===== src/rtl/egd_pkg.sv =====
// Shared constants for the Exp-Golomb bitstream input buffer.
package egd_pkg;

   localparam int unsigned EGD_IN_W        = 8;
   localparam int unsigned EGD_BUF_W       = 32;
   localparam int unsigned EGD_WIN_W       = 16;
   localparam int unsigned EGD_MAX_CONSUME = 16;
   localparam int unsigned EGD_CNT_W       = 16;
   localparam int unsigned EGD_LEN_W       = 5;
   localparam int unsigned FILL_W          = $clog2(EGD_BUF_W + 1);

endpackage


===== src/rtl/egd_shift_merge.sv =====
// Combinational next-state datapath for the bitstream buffer: optional
// barrel left-shift by shamt, then an optional byte insert directly
// below the remaining valid bits.
//   buf_q/fill     : current left-justified contents and valid-bit count
//   shamt/do_shift : bits to drop from the top (caller guarantees legality)
//   in_data/do_insert : byte to append after the shift
//   next_buf/next_fill : resulting contents and count
module egd_shift_merge
   import egd_pkg::*;
#(
   parameter int unsigned IN_W  = EGD_IN_W,
   parameter int unsigned BUF_W = EGD_BUF_W,
   parameter int unsigned FW    = $clog2(BUF_W + 1)
) (
   input  logic [BUF_W-1:0]     buf_q,
   input  logic [FW-1:0]        fill,
   input  logic [EGD_LEN_W-1:0] shamt,
   input  logic                 do_shift,
   input  logic [IN_W-1:0]      in_data,
   input  logic                 do_insert,
   output logic [BUF_W-1:0]     next_buf,
   output logic [FW-1:0]        next_fill
);

   logic [BUF_W-1:0] shifted;
   logic [FW-1:0]    fill_s;
   logic [BUF_W-1:0] ins;

   // Shift stage; vacated low bits fill with zero, keeping the invariant.
   always_comb begin
      shifted = buf_q;
      fill_s  = fill;
      if (do_shift) begin
         shifted = buf_q << shamt;
         fill_s  = fill - FW'(shamt);
      end
   end

   // Insert stage; OR is safe because everything below fill_s is zero.
   always_comb begin
      ins       = {in_data, {(BUF_W - IN_W){1'b0}}} >> fill_s;
      next_buf  = shifted;
      next_fill = fill_s;
      if (do_insert) begin
         next_buf  = shifted | ins;
         next_fill = fill_s + FW'(IN_W);
      end
   end

endmodule


===== src/rtl/egd_bitstream_buffer.sv =====
// Bit-aligned input buffer feeding the Exp-Golomb decoder core.
// Bytes arrive MSB-first over in_valid/in_ready; the decoder sees the
// next WIN_W stream bits on win_data and removes consume_len of them.
//   clk, rst         : clock, synchronous active-high reset
//   in_data/in_valid/in_ready : byte input handshake
//   flush            : discard buffered bits (statistics kept)
//   win_data/win_valid : next WIN_W bits, valid when fill >= WIN_W
//   consume/consume_len : decoder bit-removal strobe and count
//   fill_level       : valid bits held
//   underflow_err    : sticky illegal-consume flag
//   bits_consumed    : wrapping count of removed bits
module egd_bitstream_buffer
   import egd_pkg::*;
#(
   parameter int unsigned IN_W  = EGD_IN_W,
   parameter int unsigned BUF_W = EGD_BUF_W,
   parameter int unsigned WIN_W = EGD_WIN_W,
   parameter int unsigned CNT_W = EGD_CNT_W
) (
   input  logic                              clk,
   input  logic                              rst,
   input  logic [IN_W-1:0]                   in_data,
   input  logic                              in_valid,
   output logic                              in_ready,
   input  logic                              flush,
   output logic [WIN_W-1:0]                  win_data,
   output logic                              win_valid,
   input  logic                              consume,
   input  logic [EGD_LEN_W-1:0]              consume_len,
   output logic [$clog2(BUF_W + 1)-1:0]      fill_level,
   output logic                              underflow_err,
   output logic [CNT_W-1:0]                  bits_consumed
);

   localparam int unsigned FW = $clog2(BUF_W + 1);

   logic [BUF_W-1:0] buf_q;
   logic [FW-1:0]    fill_q;
   logic             err_q;
   logic [CNT_W-1:0] cnt_q;

   logic             accept;
   logic             legal_consume;
   logic             illegal_consume;
   logic [BUF_W-1:0] next_buf;
   logic [FW-1:0]    next_fill;

   // Window and status are straight views of the state registers.
   assign win_data      = buf_q[BUF_W-1 -: WIN_W];
   assign win_valid     = (fill_q >= FW'(WIN_W));
   assign fill_level    = fill_q;
   assign underflow_err = err_q;
   assign bits_consumed = cnt_q;

   // Room for a whole byte means fill <= BUF_W-IN_W, so inserts never overflow.
   assign in_ready = !rst && !flush && (fill_q <= FW'(BUF_W - IN_W));
   assign accept   = in_valid && in_ready;

   assign legal_consume   = consume && win_valid && (consume_len != '0) &&
                            (consume_len <= EGD_LEN_W'(EGD_MAX_CONSUME));
   assign illegal_consume = consume && !legal_consume;

   egd_shift_merge #(
      .IN_W  (IN_W),
      .BUF_W (BUF_W),
      .FW    (FW)
   ) u_shift_merge (
      .buf_q     (buf_q),
      .fill      (fill_q),
      .shamt     (consume_len),
      .do_shift  (legal_consume),
      .in_data   (in_data),
      .do_insert (accept),
      .next_buf  (next_buf),
      .next_fill (next_fill)
   );

   // State update: reset, then flush, then shift/insert.
   always_ff @(posedge clk) begin
      if (rst) begin
         buf_q  <= '0;
         fill_q <= '0;
         err_q  <= 1'b0;
         cnt_q  <= '0;
      end else if (flush) begin
         buf_q  <= '0;
         fill_q <= '0;
         err_q  <= 1'b0;
      end else begin
         buf_q  <= next_buf;
         fill_q <= next_fill;
         if (legal_consume) cnt_q <= cnt_q + CNT_W'(consume_len);
         if (illegal_consume) err_q <= 1'b1;
      end
   end

endmodule


===== config.mk =====
export PLATFORM = sky130hd
export DESIGN_NAME = egd_bitstream_buffer
export DESIGN_NICKNAME = d
export VERILOG_FILES = /design/src/rtl/egd_pkg.sv /design/src/rtl/egd_shift_merge.sv /design/src/rtl/egd_bitstream_buffer.sv
export SDC_FILE = /design/constraint.sdc
export NUM_CORES = 1
export LEC_CHECK = 0
export ABC_CLOCK_PERIOD_IN_PS = 6600
export CORE_MARGIN = 3
export CORE_UTILIZATION = 55
export CTS_CLUSTER_DIAMETER = 150
export DETAILED_ROUTE_END_ITERATION = 8
export HOLD_SLACK_MARGIN = 0.08
export MAX_ROUTING_LAYER = met4
export PLACE_DENSITY = 0.89
export SYNTH_ARGS = -nofsm -noshare
export SYNTH_HDL_FRONTEND = slang
export SYNTH_HIERARCHICAL = 1
export SYNTH_SLANG_ARGS = --single-unit

===== constraint.sdc =====
create_clock -name clk -period 6.6 [get_ports clk]
set_input_delay 1.32 -clock clk [delete_from_list [all_inputs] [get_ports clk]]
set_output_delay 1.32 -clock clk [all_outputs]
set_load 0.02 [all_outputs]

After elaboration in Yosys (flattened, before gate mapping)

Cells that the tools add are included.

Flip-flop bits (word level): 55
Latch bits: 0
Bits in writable memories: 0
Bits in read-only memories: 0
Input port bits: 18
Output and inout bits: 41
Word-level logic and storage cells: 31
Memories: 0

Add/subtract/negate cells: 3
Multiply operators: 0
Divide/modulo/power cells: 0
Order comparisons: 3
Eq/ne operators: 0
Shift operators: 2
Muxes and demuxes: 4
Bitwise logic cells: 2
Reduce and logical (&&, ||, !) cells: 13

Operators with widths:

| cell                  | count |
|---|---|
| $mux W32              | 2 |
| $or A32 B32 Y32       | 1 |
| $shl A32 B5 Y32       | 1 |
| $shr A32 B6 Y32       | 1 |
| $add A16 B5 Y16       | 1 |
| $mux W6               | 2 |
| $logic_and A1 B1 Y1   | 7 |
| $add A6 B4 Y6 const B | 1 |
| $ge A6 B5 Y1 const B  | 1 |
| $le A6 B5 Y1 const B  | 1 |
| $sub A6 B5 Y6         | 1 |
| $le A5 B5 Y1 const B  | 1 |
| $reduce_bool A5 Y1    | 1 |
| $logic_not A1 Y1      | 3 |
| $reduce_and A2 Y1     | 1 |
| $reduce_or A2 Y1      | 1 |
| $not A1 Y1            | 1 |

Depth between registers and ports, before layout

Gate-level depths: netlist of the first run.

Word-level depth: 8
Mapped depth: 15
Depth with buffers taken out: 12

Cells and area by module

Netlist of the first run, hierarchy kept.

By module, submodules not included:

| module               | instances | cells each | area each (um^2) | sequential area each (um^2) |
|---|---|---|---|---|
| egd_shift_merge      | 1         | 432        | 3281.9           | 0.0 |
| egd_bitstream_buffer | 1         | 207        | 2149.6           | 1101.1 |

Worst setup path before layout of the first run

Ideal clock, no wire load.

Kind: input -> register
Start: input port rst
End: register buf_q[12]
Library setup time: 59 ps
Arrival time: 4056 ps
Required time: 6541 ps
Path slack: 2484 ps
Stages: 13
Buffers on the path: 4
Cells stage by stage: clkbuf_1 nor4_1 and2_1 clkbuf_2 nand2_1 a2111o_1 o211a_1 nand2b_1 buf_2 or2_1 buf_2 o221ai_1 and2_1

Cells in the longest elaborated chain, start to end: 5
Elaborated cells on any way between the ends: 6
Classes of those cells: 1 x mux; 5 x reduce/logical

RTL lines:

| element                           | line                       | text |
|---|---|---|
| start, declared                   | egd_bitstream_buffer.sv:21 | `input logic rst,` |
| $logic_not A1 Y1                  | egd_bitstream_buffer.sv:56 | `assign in_ready = !rst && !flush && (fill_q <= FW'(BUF_W - IN_W));` |
| $logic_and A1 B1 Y1 (2 in series) | egd_bitstream_buffer.sv:56 |  |
| net in_ready                      | egd_bitstream_buffer.sv:24 | `output logic in_ready,` |
| $logic_and A1 B1 Y1               | egd_bitstream_buffer.sv:57 | `assign accept = in_valid && in_ready;` |
| net accept                        | egd_bitstream_buffer.sv:42 | `logic accept;` |
| $mux W32                          | egd_shift_merge.sv:44      | `if (do_insert) begin` |
| net next_buf[12]                  | egd_bitstream_buffer.sv:45 | `logic [BUF_W-1:0] next_buf;` |
| end signal, assigned              | egd_bitstream_buffer.sv:90 | `buf_q <= next_buf;` |
| end, declared                     | egd_bitstream_buffer.sv:37 | `logic [BUF_W-1:0] buf_q;` |

The timed path passes the listed nets, and every way through them passes these cells.
A chain may end at the register's enable or synchronous reset.

Worst setup path after layout of the first run

Start: input port consume_len[4]
End: register buf_q[5]

Cells in the longest elaborated chain, start to end: 7
Elaborated cells on any way between the ends: 11
Classes of those cells: 1 x add/sub; 1 x order compare; 2 x shift; 3 x mux; 1 x bitwise; 3 x reduce/logical

RTL lines:

| element                                                              | line                       | text |
|---|---|---|
| start, declared                                                      | egd_bitstream_buffer.sv:29 | `input logic [EGD_LEN_W-1:0] consume_len,` |
| parallel branches: the longest is 2 deep, another holds $le A5 B5 Y1 | -                          |  |
| $logic_and A1 B1 Y1 *                                                | egd_bitstream_buffer.sv:59 | `assign legal_consume = consume && win_valid && (consume_len != '0) &&` |
| net legal_consume                                                    | egd_bitstream_buffer.sv:43 | `logic legal_consume;` |
| $mux W6                                                              | egd_shift_merge.sv:33      | `if (do_shift) begin` |
| $shr A32 B6 Y32                                                      | egd_shift_merge.sv:41      | `ins = {in_data, {(BUF_W - IN_W){1'b0}}} >> fill_s;` |
| $or A32 B32 Y32                                                      | egd_shift_merge.sv:45      | `next_buf = shifted \| ins;` |
| $mux W32 *                                                           | egd_shift_merge.sv:44      |  |
| net next_buf[5]                                                      | egd_bitstream_buffer.sv:45 |  |

Mark *: on every way through the listed nets, which the timed path passes.

==> run metrics, run 1 <==
final RePlAce weighted congestion=1.04; total detailed-routing wirelength=18.3 mm; highest clock frequency the design can meet=0.210 GHz; total standard cell area after synthesis=5430 sq um; register-to-register setup slack=3050 ps; initial detailed-routing violation count=601; fraction of the yosys area taken by sequential cells=20.3%; Avg Cell Area, Syn=8.50 sq um; count of flip-flops with a built-in enable after synthesis=0; worst reg-to-reg path cell count=11; vias in the first global route=5149; arrival time worst endpoint=5050 ps; global-route wire length before repair=28.6 mm; worst relative slew slack=36.8%; pin slew with the least headroom to its limit=947 ps; type of the setup path with the least slack=input port to register; Required @ worst endpoint=6880 ps; Via-to-Cell Ratio=6.94; Fin Clk Skew=15.5 ps; cell type with the largest total area after synthesis=sky130_fd_sc_hd__dfxtp_1; status=completed; final instance count without filler cells=778; peak supply drop=0.0963 mV; Resized Gates After CTS=0; buffers added on ports=58; Worst Min Path Start=bits_consumed[14]$_SDFFE_PP0P_; drt first pass iters=6; net count of the mapped netlist=669; RSZ-0062 raised after global routing=false; Max H-tree Level=2; fraction of layout instances using a drive strength above 1=13.1%; worst skew pair latency=330 ps; Vert. Die Dim=105 um; dpl cells=770; worst hold path endpoint=bits_consumed[14]$_SDFFE_PP0P_; sum of internal, switching and leakage power=0.662 mW; Syn Inst Count=639; crit path launch type=input port; area of the core=9420 sq um; DP Wirelength=13.3 mm; power density relative to cell area=111 nW/um^2; area occupied by multi-input gates=3910 sq um; most common cell in the synthesized netlist=sky130_fd_sc_hd__nand2_1; number of failing hold endpoints at the final stage=0; Setup TNS Final=0 ps; number of top-level design ports=59; Clock Sinks=55; number of hold buffers added after CTS=0; Synth Warn #=6; Seq cells post-synth=55; share of the cycle needed by the critical path after routing=72.3%; async set-or-reset flop fraction in the synthesized netlist=0%; most common flop cell mapped by yosys=sky130_fd_sc_hd__dfxtp_1; type of the tightest min-delay check=register to register; antenna diode count=0; total setup violations reported at the end of the flow=0; CP max FO=16; longest individual stage delay on the worst path=740 ps; maximum buffer depth of the clock tree=2; overall fraction of global-route tracks in use=33.2%; leading cell types by count after synthesis=sky130_fd_sc_hd__nand2_1, sky130_fd_sc_hd__dfxtp_1, sky130_fd_sc_hd__and2_1; Row Count=35; count of final max-slew check failures=0; number of stages on the worst hold path=2; Worst path most repeated cell=sky130_fd_sc_hd__inv_1; met3 WL post-DR=2.18 mm; final cell utilization of the core=63.3%; Inserted Clock Buffers=5; WL/cell=23.5 um; max-cap violation count=0; number of nets in the final layout=678; Max stage delay cell, worst path=sky130_fd_sc_hd__clkdlybuf4s50_1; DR WL met2=8.41 mm; antenna violations before repair=0; unique cell type count in the Yosys netlist=78; effective utilization at floorplan=57.7%; number of vias in the routed layout=5402; fillers=800; critical path, cell by cell=clkdlybuf4s50_1 > xnor2_2 > nand2_1 > inv_1 > nor2b_1 > a21oi_1 > inv_1 > o211ai_1 > a32o_1 > mux2i_1 > o221ai_1 > and2_1; Period minus WS final=4770 ps; remaining number of nets flagged by the antenna check after routing=0; uppermost routed layer=met4; DRC viols=0; storage element area=1100 sq um; Die ar.=11100 sq um; WL met1=7.14 mm; postcts setup bufs=0; CTS tree=built; fraction of post-synthesis cell area in the top cell type by area=20.3%; Lkg Pwr=2.21 nW; type of element capturing the critical path=register; leading post-synthesis cells by cell area=sky130_fd_sc_hd__dfxtp_1, sky130_fd_sc_hd__mux4_2, sky130_fd_sc_hd__mux2i_1, sky130_fd_sc_hd__and2_1, sky130_fd_sc_hd__mux2_2; maximum number of pins on one net before global-route repair=50; capture point of the worst reg-to-reg path=buf_q[3]$_SDFF_PP0_; grt ovf=0; Area growth, synth to finish=9.77%; source of the worst register-to-register timing path=fill_level[5]$_SDFF_PP0_; cell chosen for the clock root=sky130_fd_sc_hd__clkbuf_8; die width=105 um; clock transition at the register clock pins on the worst setup and hold paths after CTS=110 ps
placed cells by master, fill, tap and decap left out, types with 7 or more instances in the layout:
| master | n |
|---|---|
| sky130_fd_sc_hd__nor3_1 | 12 |
| sky130_fd_sc_hd__and2_1 | 44 |
| sky130_fd_sc_hd__a22oi_1 | 9 |
| sky130_fd_sc_hd__or3_1 | 7 |
| sky130_fd_sc_hd__mux2i_1 | 43 |
| sky130_fd_sc_hd__a21oi_1 | 40 |
| sky130_fd_sc_hd__nand2b_1 | 7 |
| sky130_fd_sc_hd__o21ai_0 | 29 |
| sky130_fd_sc_hd__o211ai_1 | 9 |
| sky130_fd_sc_hd__ha_1 | 10 |
| sky130_fd_sc_hd__buf_4 | 7 |
| sky130_fd_sc_hd__mux4_2 | 27 |
| sky130_fd_sc_hd__nor2_1 | 43 |
| sky130_fd_sc_hd__nand3_1 | 17 |
| sky130_fd_sc_hd__nand2_1 | 57 |
| sky130_fd_sc_hd__dfxtp_1 | 55 |
| sky130_fd_sc_hd__mux2_2 | 22 |
| sky130_fd_sc_hd__clkdlybuf4s50_1 | 56 |
| sky130_fd_sc_hd__o221ai_1 | 16 |
| sky130_fd_sc_hd__inv_1 | 16 |
| sky130_fd_sc_hd__a211oi_1 | 12 |
how the worst max path moves through the flow:
| stage | startpoint | end | slack (ps) | depth (start not counted) |
|---|---|---|---|---|
| floorplan | rst | buf_q[12]$_SDFF_PP0_ | 2480 | 13 |
| global placement | consume_len[1] | buf_q[22]$_SDFF_PP0_ | 1670 | 12 |
| detailed placement | consume_len[4] | buf_q[22]$_SDFF_PP0_ | 1510 | 11 |
| CTS | consume_len[4] | buf_q[5]$_SDFF_PP0_ | 1880 | 12 |
| global route | consume_len[4] | buf_q[5]$_SDFF_PP0_ | 1450 | 12 |
| finish | consume_len[4] | buf_q[5]$_SDFF_PP0_ | 1830 | 12 |
where the power goes:
group          total [mW]  switching [mW]  internal [mW]
Clock               0.210           0.131         0.0792
Sequential          0.335         0.00181          0.333
Combinational       0.117          0.0718         0.0451
flip-flops by register name, indices dropped and copies added, names as in the netlist:
| register | count |
|---|---|
| bits_consumed | 16 |
| fill_level | 6 |
| underflow_err | 1 |
| buf_q | 32 |
through the flow:
| step | hold slack (ps) | area, sq um | setup slack [ps] |
|---|---|---|---|
| global placement | 478 | 5860 | 1670 |
| floorplan | 563 | 5430 | 2480 |
| detailed placement | 488 | 5860 | 1510 |
| CTS | 502 | 5960 | 1880 |
| global route | 542 | 5960 | 1450 |
| finish | 503 | 5960 | 1830 |
worst max-delay path, delay by kind of cell:
kind,cells,cell delay [ps]
AO/OA/AOI/OAI,4,1330
XOR/XNOR,1,380
buffers and inverters,3,1500
multiplexers,1,160
AND/OR/NAND/NOR,3,350
per-layer routing:
layer  global-route usage (%)  vias to the layer above
met5                        -                        -
met4                     10.2                        0
met3                     9.37                       52
met2                     50.9                      363
met1                     42.6                     2590
li1                         -                     2397
cell type report:
cell class | count | share of cell area, %
clock inverters | 3 | 0.483
well taps | 129 | 2.71
inverters | 18 | 1.13
clock buffers | 5 | 1.15
repair buffers | 65 | 10.5
flip-flops and latches | 55 | 18.5
multi-input cells | 503 | 65.6
logic make-up after synthesis:
group	after synthesis	synth area share, %
buffers and inverters	81	7.72
flip-flops	55	20.3
AO/OA/AOI/OAI	166	20.8
XOR/XNOR	8	1.43
adder cells (fa/ha/maj)	12	3.04
multiplexers	96	25.1
AND/OR/NAND/NOR	221	21.7
Power figures use the tool's default switching activity.
==> inputs of run 2 (changes only) <==
Settings changed: ABC_CLOCK_PERIOD_IN_PS 6600 to 4000, CORE_UTILIZATION 55 to 53, PLACE_DENSITY 0.89 to 0.9.
Clock period 6.6 ns to 4 ns, I/O delays scaled along.
==> run 2 against run 1 <==
- first-iteration DRC count up 14%
- worst setup slack worse by 1600 ps
- die area increased by 3.6%
- cell count up 3.1%
- clock power rose by 62%
- critical path depth is the same
- combinational power increased by 73%
- worst hold slack gained 13 ps
- critical path type unchanged
- largest power group unchanged
==> run metrics, run 2 (synthesized netlist as in run 1, its figures left out) <==
Inserted Clock Buffers=5 (unchanged); area of the core=9860 sq um (+4.8%); buffers added on ports=58 (unchanged); register-to-register setup slack=800 ps (-2250 ps); die width=107 um (+1.8%); Setup TNS Final=0 ps (unchanged); Resized Gates After CTS=0 (unchanged); postcts setup bufs=0 (unchanged); Clock Sinks=55 (unchanged); share of the cycle needed by the critical path after routing=93.2%; total detailed-routing wirelength=18.1 mm (-0.94%); type of the setup path with the least slack=input port to register; flip-flop count of the largest register, all copies and words added=32 (unchanged); capture point of the worst reg-to-reg path=buf_q[22]$_SDFF_PP0_; type of element capturing the critical path=register; fraction of layout instances using a drive strength above 1=15.7% (+2.6 points); most frequent standard cell in the layout excluding fill and tap cells=sky130_fd_sc_hd__nand2_1; RSZ-0062 raised after global routing=false; number of hold buffers added after CTS=0 (unchanged); global-route wire length before repair=29.1 mm (+2.0%); max-cap violation count=0 (unchanged); Max H-tree Level=2 (unchanged); Vert. Die Dim=107 um (+1.8%); number of nets in the final layout=698 (+2.9%); vias in the first global route=5423 (+5.3%); crit path launch type=input port; Lkg Pwr=2.31 nW (+4.6%); final cell utilization of the core=62.3% (-1.1 points); worst relative slew slack=50.0% (+13 points); number of stages on the worst hold path=2 (unchanged); maximum buffer depth of the clock tree=2 (unchanged); arrival time worst endpoint=3940 ps (-1110 ps); overall fraction of global-route tracks in use=32.9% (-0.28 points); dpl cells=794 (+3.1%); number of failing hold endpoints at the final stage=0 (unchanged); number of top-level design ports=59 (unchanged); status=completed; DP Wirelength=13.3 mm (+0.16%); source of the worst register-to-register timing path=fill_level[5]$_SDFF_PP0_; Fin Clk Skew=11.1 ps (-4.40 ps); number of vias in the routed layout=5523 (+2.2%); CTS tree=built; Via-to-Cell Ratio=6.89 (-0.82%); pin slew with the least headroom to its limit=751 ps (-197 ps); total setup violations reported at the end of the flow=0 (unchanged); initial detailed-routing violation count=686 (+14%); highest clock frequency the design can meet=0.268 GHz; drt first pass iters=5 (-1); Die ar.=11500 sq um (+3.6%); WL/cell=22.6 um (-3.9%); final instance count without filler cells=802 (+3.1%); Period minus WS final=3730 ps; type of the tightest min-delay check=register to register; peak supply drop=0.147 mV (+53%); most used cells in the layout excluding fill and tap cells=sky130_fd_sc_hd__nand2_1, sky130_fd_sc_hd__clkdlybuf4s50_1, sky130_fd_sc_hd__dfxtp_1; count of final max-slew check failures=0 (unchanged); startpoint of the most critical setup path=consume_len[1]; clock transition at the register clock pins on the worst setup and hold paths after CTS=120 ps (about the same); worst reg-to-reg path cell count=11 (unchanged); final hold slack=516 ps (+13.3 ps); antenna diode count=0 (unchanged); final RePlAce weighted congestion=1.02 (-2.1%); antenna violations before repair=0 (unchanged); cell chosen for the clock root=sky130_fd_sc_hd__clkbuf_8; maximum number of pins on one net before global-route repair=49 (-2.0%); Required @ worst endpoint=4220 ps (-2660 ps); worst hold path endpoint=bits_consumed[14]$_SDFFE_PP0P_; DRC viols=0 (unchanged); remaining number of nets flagged by the antenna check after routing=0 (unchanged); grt ovf=0 (unchanged); Row Count=36 (+2.9%); Worst Min Path Start=bits_consumed[14]$_SDFFE_PP0P_; worst skew pair latency=320 ps (about the same); effective utilization at floorplan=55.1% (-2.6 points); Area growth, synth to finish=13.1%; power density relative to cell area=178 nW/um^2 (+61%); register containing the most flip-flops in the final layout=buf_q; CP max FO=8 (-8)
run 2: changes by cell type in the layout (fill, tap and decap cells not counted), sizes merged:
cell,before,now
clkinv,3,1
inv,18,19
buf,9,29
clkinvlp,0,1
run 2: report_power, final:
part	internal [mW]	switching, mW	leakage [nW]
sequential	0.550	0.00315	0.443
clock	0.131	0.210	0.0467
combinational	0.0819	0.120	1.82
run 2: critical path, stage by stage:
cell and delay (ps):
sky130_fd_sc_hd__clkdlybuf4s50_1 490, sky130_fd_sc_hd__nor4_2 400, sky130_fd_sc_hd__xnor2_2 140, sky130_fd_sc_hd__nand2_1 100, sky130_fd_sc_hd__inv_1 110, sky130_fd_sc_hd__or2_1 380
sky130_fd_sc_hd__nand2_8 140, sky130_fd_sc_hd__mux4_1 590, sky130_fd_sc_hd__o2bb2ai_1 180, sky130_fd_sc_hd__mux2i_1 260, sky130_fd_sc_hd__o221ai_1 170, sky130_fd_sc_hd__and2_1 170
run 2: worst max-delay path by stage:
stage,endpoint,depth (start not counted)
floorplan,buf_q[12]$_SDFF_PP0_,13
global placement,buf_q[22]$_SDFF_PP0_,12
detailed placement,buf_q[22]$_SDFF_PP0_,12
CTS,buf_q[22]$_SDFF_PP0_,12
global route,buf_q[20]$_SDFF_PP0_,13
finish,buf_q[22]$_SDFF_PP0_,12
run 2: final cells by class:
type                            instances  area, sq um
Sequential cell                        55         1100
Timing Repair Buffer                   85          798
Multi-Input combinational cell        503         3910
Clock inverter                          3         27.5
Clock buffer                            5         68.8
Inverter                               18         67.6
Tap cell                              133          166
Fill cell                             855         3720
run 2: metal layers:
metal  up-vias  routed length [um]  track usage (%)
li1       2439                   -                -
met1      2667                7110             43.1
met2       357                8220             49.0
met3        60                2080             7.71
met4         0                 672             13.3
met5         -                   0                -
run 2: metrics by stage:
| step | cell area (sq um) | setup slack [ps] | total power [mW] |
|---|---|---|---|
| CTS | 6140 | 282 | 1.09 |
| finish | 6140 | 273 | 1.10 |
| detailed placement | 6040 | -51.8 | 0.762 |
| global route | 6140 | 40.3 | 1.13 |
| floorplan | 5430 | 404 | 0.693 |
| global placement | 6040 | 73.2 | 0.757 |
